===== config.mk =====
export PLATFORM = sky130hd
export DESIGN_NAME = sipo_deframer
export DESIGN_NICKNAME = d
export VERILOG_FILES = /design/src/rtl/sipo_pkg.sv /design/src/rtl/sipo_deframer_if.sv /design/src/rtl/sipo_out_reg.sv /design/src/rtl/sipo_deframer.sv
export SDC_FILE = /design/constraint.sdc
export NUM_CORES = 1
export LEC_CHECK = 0
export CAP_MARGIN = 25
export CORE_AREA = 2 2 39 41
export CTS_CLUSTER_DIAMETER = 200
export DETAILED_ROUTE_END_ITERATION = 8
export DIE_AREA = 0 0 41 43
export PLACE_DENSITY = 0.71
export SETUP_SLACK_MARGIN = 0.02
export SYNTH_ARGS = -nofsm -noshare
export SYNTH_HDL_FRONTEND = slang
export SYNTH_HIERARCHICAL = 1
export SYNTH_SLANG_ARGS = --single-unit

===== constraint.sdc =====
create_clock -name clk -period 1.65 [get_ports clk]
set_input_delay 0.2475 -clock clk [delete_from_list [all_inputs] [get_ports clk]]
set_output_delay 0.2475 -clock clk [all_outputs]
set_load 0.02 [all_outputs]

===== src/rtl/sipo_pkg.sv =====
// sipo_pkg -- shared types and constants for the serial-in/parallel-out
// deframer.
//   WIDTH_DEFAULT : default number of payload bits per word
//   state_t       : deframer FSM states (IDLE, SHIFT, PAR)
// PAR is only entered when SIPO_PARITY_CHECK_EN is defined.
package sipo_pkg;

  localparam int WIDTH_DEFAULT = 4;

  typedef enum logic [1:0] {
    IDLE  = 2'd0,
    SHIFT = 2'd1,
    PAR   = 2'd2
  } state_t;

endpackage


===== src/rtl/sipo_deframer_if.sv =====
// sipo_deframer_if -- output-side bus of the deframer.
//   dout, dout_valid : assembled word and its valid flag
//   dout_ready       : consumer accepts dout when valid and ready are both high
//   overflow         : sticky flag, a completed word was dropped
//   clr_ovf          : synchronous clear of overflow
//   parity_err       : parity result of the word on dout
// master = producer (output register), slave = consumer.
interface sipo_deframer_if
  import sipo_pkg::*;
#(
  parameter int WIDTH = WIDTH_DEFAULT
);

  logic [WIDTH-1:0] dout;
  logic             dout_valid;
  logic             dout_ready;
  logic             overflow;
  logic             clr_ovf;
  logic             parity_err;

  modport master (
    output dout, dout_valid, overflow, parity_err,
    input  dout_ready, clr_ovf
  );

  modport slave (
    input  dout, dout_valid, overflow, parity_err,
    output dout_ready, clr_ovf
  );

endinterface


===== src/rtl/sipo_out_reg.sv =====
// sipo_out_reg -- one-word output register with valid/ready handshake and
// sticky overflow detection.
//   clk, rst   : clock, asynchronous active-low reset
//   word_done  : a word completed in this cycle (single-cycle pulse)
//   word       : the completed word
//   word_perr  : parity result belonging to word
//   bus        : master side of sipo_deframer_if
// A completed word is loaded when the register is empty or is being consumed
// in the same cycle; otherwise it is dropped and overflow is set.
module sipo_out_reg
  import sipo_pkg::*;
#(
  parameter int WIDTH = WIDTH_DEFAULT
) (
  input  logic             clk,
  input  logic             rst,
  input  logic             word_done,
  input  logic [WIDTH-1:0] word,
  input  logic             word_perr,
  sipo_deframer_if.master  bus
);

  logic handshake;
  logic load;
  logic drop;

  assign handshake = bus.dout_valid && bus.dout_ready;
  assign load      = word_done && (!bus.dout_valid || bus.dout_ready);
  assign drop      = word_done && bus.dout_valid && !bus.dout_ready;

  always_ff @(posedge clk or negedge rst) begin
    if (!rst) begin
      bus.dout       <= '0;
      bus.dout_valid <= 1'b0;
      bus.parity_err <= 1'b0;
      bus.overflow   <= 1'b0;
    end else begin
      if (load) begin
        bus.dout       <= word;
        bus.dout_valid <= 1'b1;
        bus.parity_err <= word_perr;
      end else if (handshake) begin
        // parity_err is only meaningful alongside a valid word
        bus.dout_valid <= 1'b0;
        bus.parity_err <= 1'b0;
      end
      // a drop in the same cycle as clr_ovf wins
      if (drop) begin
        bus.overflow <= 1'b1;
      end else if (bus.clr_ovf) begin
        bus.overflow <= 1'b0;
      end
    end
  end

endmodule


===== src/rtl/sipo_deframer.sv =====
// sipo_deframer -- serial-to-parallel deframer, MSB first.
//   clk        : clock, rising edge
//   rst        : asynchronous active-low reset
//   sin        : serial data, sampled when sin_valid is high
//   sin_valid  : qualifies sin
//   dout       : assembled WIDTH-bit word
//   dout_valid : dout holds an unconsumed word
//   dout_ready : consumer accepts dout
//   overflow   : sticky, a completed word was dropped
//   clr_ovf    : synchronous clear of overflow
//   parity_err : parity result for the word on dout
// Build option SIPO_PARITY_CHECK_EN: when defined each word is followed by an
// even-parity bit (PAR state); when undefined parity_err is always 0.
module sipo_deframer
  import sipo_pkg::*;
#(
  parameter int WIDTH = WIDTH_DEFAULT
) (
  input  logic             clk,
  input  logic             rst,
  input  logic             sin,
  input  logic             sin_valid,
  output logic [WIDTH-1:0] dout,
  output logic             dout_valid,
  input  logic             dout_ready,
  output logic             overflow,
  input  logic             clr_ovf,
  output logic             parity_err
);

  localparam int CW = $clog2(WIDTH);

  state_t           state_reg;
  logic [CW-1:0]    count_reg;
  logic [WIDTH-1:0] shift_reg;
  logic [WIDTH-1:0] shift_next;
  logic             last_bit;
  logic             word_done;
  logic [WIDTH-1:0] word;
  logic             word_perr;

  assign shift_next = {shift_reg[WIDTH-2:0], sin};
  assign last_bit   = (state_reg == SHIFT) && (count_reg == CW'(WIDTH - 1));

`ifdef SIPO_PARITY_CHECK_EN
  // payload is complete in shift_reg; the bit arriving now is the parity bit
  assign word_done = sin_valid && (state_reg == PAR);
  assign word      = shift_reg;
  assign word_perr = ^{shift_reg, sin};
`else
  // the final payload bit goes straight to the output register
  logic unused_msb;
  assign unused_msb = shift_reg[WIDTH-1];
  assign word_done  = sin_valid && last_bit;
  assign word       = shift_next;
  assign word_perr  = 1'b0;
`endif

  always_ff @(posedge clk or negedge rst) begin
    if (!rst) begin
      state_reg <= IDLE;
      count_reg <= '0;
      shift_reg <= '0;
    end else if (sin_valid) begin
      case (state_reg)
        IDLE: begin
          shift_reg <= shift_next;
          count_reg <= CW'(1);
          state_reg <= SHIFT;
        end
        SHIFT: begin
          shift_reg <= shift_next;
          if (last_bit) begin
            count_reg <= '0;
`ifdef SIPO_PARITY_CHECK_EN
            state_reg <= PAR;
`else
            state_reg <= IDLE;
`endif
          end else begin
            count_reg <= count_reg + 1'b1;
          end
        end
        PAR: begin
          state_reg <= IDLE;
        end
        default: begin
          state_reg <= IDLE;
          count_reg <= '0;
        end
      endcase
    end
  end

  sipo_deframer_if #(.WIDTH(WIDTH)) bus ();

  assign bus.dout_ready = dout_ready;
  assign bus.clr_ovf    = clr_ovf;
  assign dout           = bus.dout;
  assign dout_valid     = bus.dout_valid;
  assign overflow       = bus.overflow;
  assign parity_err     = bus.parity_err;

  sipo_out_reg #(.WIDTH(WIDTH)) u_out_reg (
    .clk       (clk),
    .rst       (rst),
    .word_done (word_done),
    .word      (word),
    .word_perr (word_perr),
    .bus       (bus)
  );

endmodule


==> run summary <==
Total GRT Usage: 13.2%
synth-to-layout area growth: 29.1%
I/O pin count: 13
met2 Track Usage GR: 17.2%
Hold WS: 0.338 ns
unrepaired setup endpoints after global routing: false
crit-path leading delay family: buffers and inverters
Post-synth top flop: dfrtp_1
die area: 1760 um^2
Hold Fails Final Rpt: 0
CTS H-tree depth: 1
Die Ht: 43 um
Clock Path Buffers: 2
type of the worst setup path: register to output pin
Finished Cell Area: 749 um^2
count of unique library cells instantiated by Yosys: 20
layout cell share with drive strength beyond 1: 24.1%
Crit path largest cell delay: 0.61 ns
Syn Inst Count: 41
Final HPWL DP: 653 um
CORE AREA: 1380 um^2
crit end category: output pin
WP buf/inv: 1
Buffers on Ports: 12
total number of vias: 351
dominant cells by area after synthesis: dfrtp_1 (56%), mux2_4 (18%), nand2b_4 (2.4%)
biggest area consumer among synthesized cells: dfrtp_1
initial antenna violation count: 0
ratio of final minimum period to clock period: 91.6%
Diodes inserted: 0
final setup fails: 0
Worst slew margin: 61.1%
worst-path cell chain: clkdlybuf4s50_1
effective utilization at floorplan: 42.0%
largest family of logic cells by synthesized area: multiplexers
Power, Total: 1.23 mW
multiplexer share of the synthesized area: 19.8%
Root Driver: clkbuf_4
vias in the first global route: 373
CP Data Arrival Time: 1.26 ns
largest net degree at the start of global routing: 14
Syn. warnings: 6
DRT Wirelength: 913 um
Max Clk Rate: 662 MHz
Slew Limit Fails: 0
first-pass GRT wire length: 1510 um
CTS sink count: 13
Netlist Area Pre-Place: 581 um^2
TritonCTS clock tree: done
gpl congestion: 0.730
Post-CTS Setup Bufs: 0
GRT overflow: 0
met3 usage: 4.19%
Core Util, Final: 54.2%
Clock Skews: 0.00238 ns
Worst Max-Slew Pin Slew: 0.581 ns
CP max stage cell: clkdlybuf4s50_1
Final min period: 1.51 ns
DRC viols: 0
Layout Nets: 66
Critical Path Fanout Max: 3
min-delay worst type: input port to asynchronous set/reset pin
Via density: 4.74
met1 usage: 17.3%
Post-synth EDFFs: 0
sequential element share of the synthesized area: 56.0%
Cell Pwr Density: 1650 nW/um^2
row count: 14
area share of the largest cell type after synthesis: 56.0%
Die X: 41 um
Post-Synth Adder-Cell Area: 2.16%
DRT Pass-1 Iters: 1
post-route ant nets: 0
Compound-Gate Fraction of Synth Area: 6.68%
Static Leak: 0.360 nW
Post-synth ARST share: 100%
CP startpoint kind: register
register bit total from synthesis: 13
most common cell after layout, fill and taps aside: dfrtp_1
busiest grt layer: met1
Num CTS Buffers: 3
Avg WL per Cell: 12.3 um
dpl cell area: 721 um^2
worst skew pair latency: 0.27 ns
status: complete, no violations
most frequent cells in the layout: dfrtp_1 (13), clkdlybuf4s50_1 (11), mux2_4 (7)
xor and xnor area share after synthesis: 0%
Fin Setup TNS: 0 ns
max reg flops: 4
peak supply drop: 0.758 mV
Synth Area in Simple Gates: 11.4%
First DRT Iteration DRCs: 0
Worst-path clk slew: 0.08 ns
Worst Path Required: 1.40 ns
Filler cells: 131
Max Cap Violations: 0
Synth Area per Inst: 14.2 um^2
-- kinds of logic (layout without fill, tap and decap cells) --
family,after synthesis,after routing
flops,13,13
simple gates,9,9
mux,8,8
compound gates,6,6
buf+inv,3,19
fa+ha+maj,1,1
other cells,1,2
-- cells in the mapped netlist, types with 2 or more instances --
master,instances
nor2_1,2
o21ai_0,2
dfrtp_1,13
mux2_4,7
inv_1,2
-- through the flow --
stage,cells,setup WS [ns]
2_1_floorplan,42,0.372
4_1_cts,74,0.0418
6_report,74,0.139
3_5_place_dp,70,0.168
5_1_grt,74,0.0857
3_3_place_gp,70,0.191
-- layer usage --
layer / share of wire (%) / wire length, um
met1: 48 / 442
met2: 43 / 389
met3: 6.8 / 62
met4: 2.0 / 18
met5: 0 / 0
-- power breakdown --
| group | switching (mW) | total (mW) | internal (mW) | leakage [nW] |
|---|---|---|---|---|
| Clock | 0.104 | 0.197 | 0.0937 | 0.0150 |
| Sequential | 0.0878 | 0.525 | 0.437 | 0.156 |
| Combinational | 0.217 | 0.512 | 0.295 | 0.189 |
-- worst paths after layout --
path                                                       from                              endpoint  slack (ns)  cells past startpoint
max                        u_out_reg/bus.parity_err$_DFFE_PN0P_                            parity_err        0.14                      1
min                                                         rst  u_out_reg/bus.dout_valid$_DFFE_PN0P_        0.34                      1
max reg2reg                            count_reg[0]$_DFFE_PN0P_     u_out_reg/bus.dout[2]$_DFFE_PN0P_        0.32                      4
min reg2reg                   u_out_reg/bus.dout[2]$_DFFE_PN0P_     u_out_reg/bus.dout[2]$_DFFE_PN0P_        0.52                      1
max in group asynchronous                                   rst              shift_reg[0]$_DFFE_PN0P_        0.93                      1
min in group clk              u_out_reg/bus.dout[2]$_DFFE_PN0P_     u_out_reg/bus.dout[2]$_DFFE_PN0P_        0.52                      1
-- repair_timing --
item	4_1_cts	5_1_grt
hold buffers	0	0
gates resized for setup	0	1
endpoints found under the setup margin	0	1
-- cell type report --
| class | instances | area (um^2) | area share (%) |
|---|---|---|---|
| multi-input cells | 26 | 240 | 32.1 |
| repair buffers | 13 | 130 | 17.4 |
| flip-flops and latches | 13 | 325 | 43.4 |
| clock buffers | 4 | 26.3 | 3.51 |
| well taps | 16 | 20.0 | 2.67 |
| inverters | 2 | 7.51 | 1.00 |
Power figures use the tool's default switching activity.
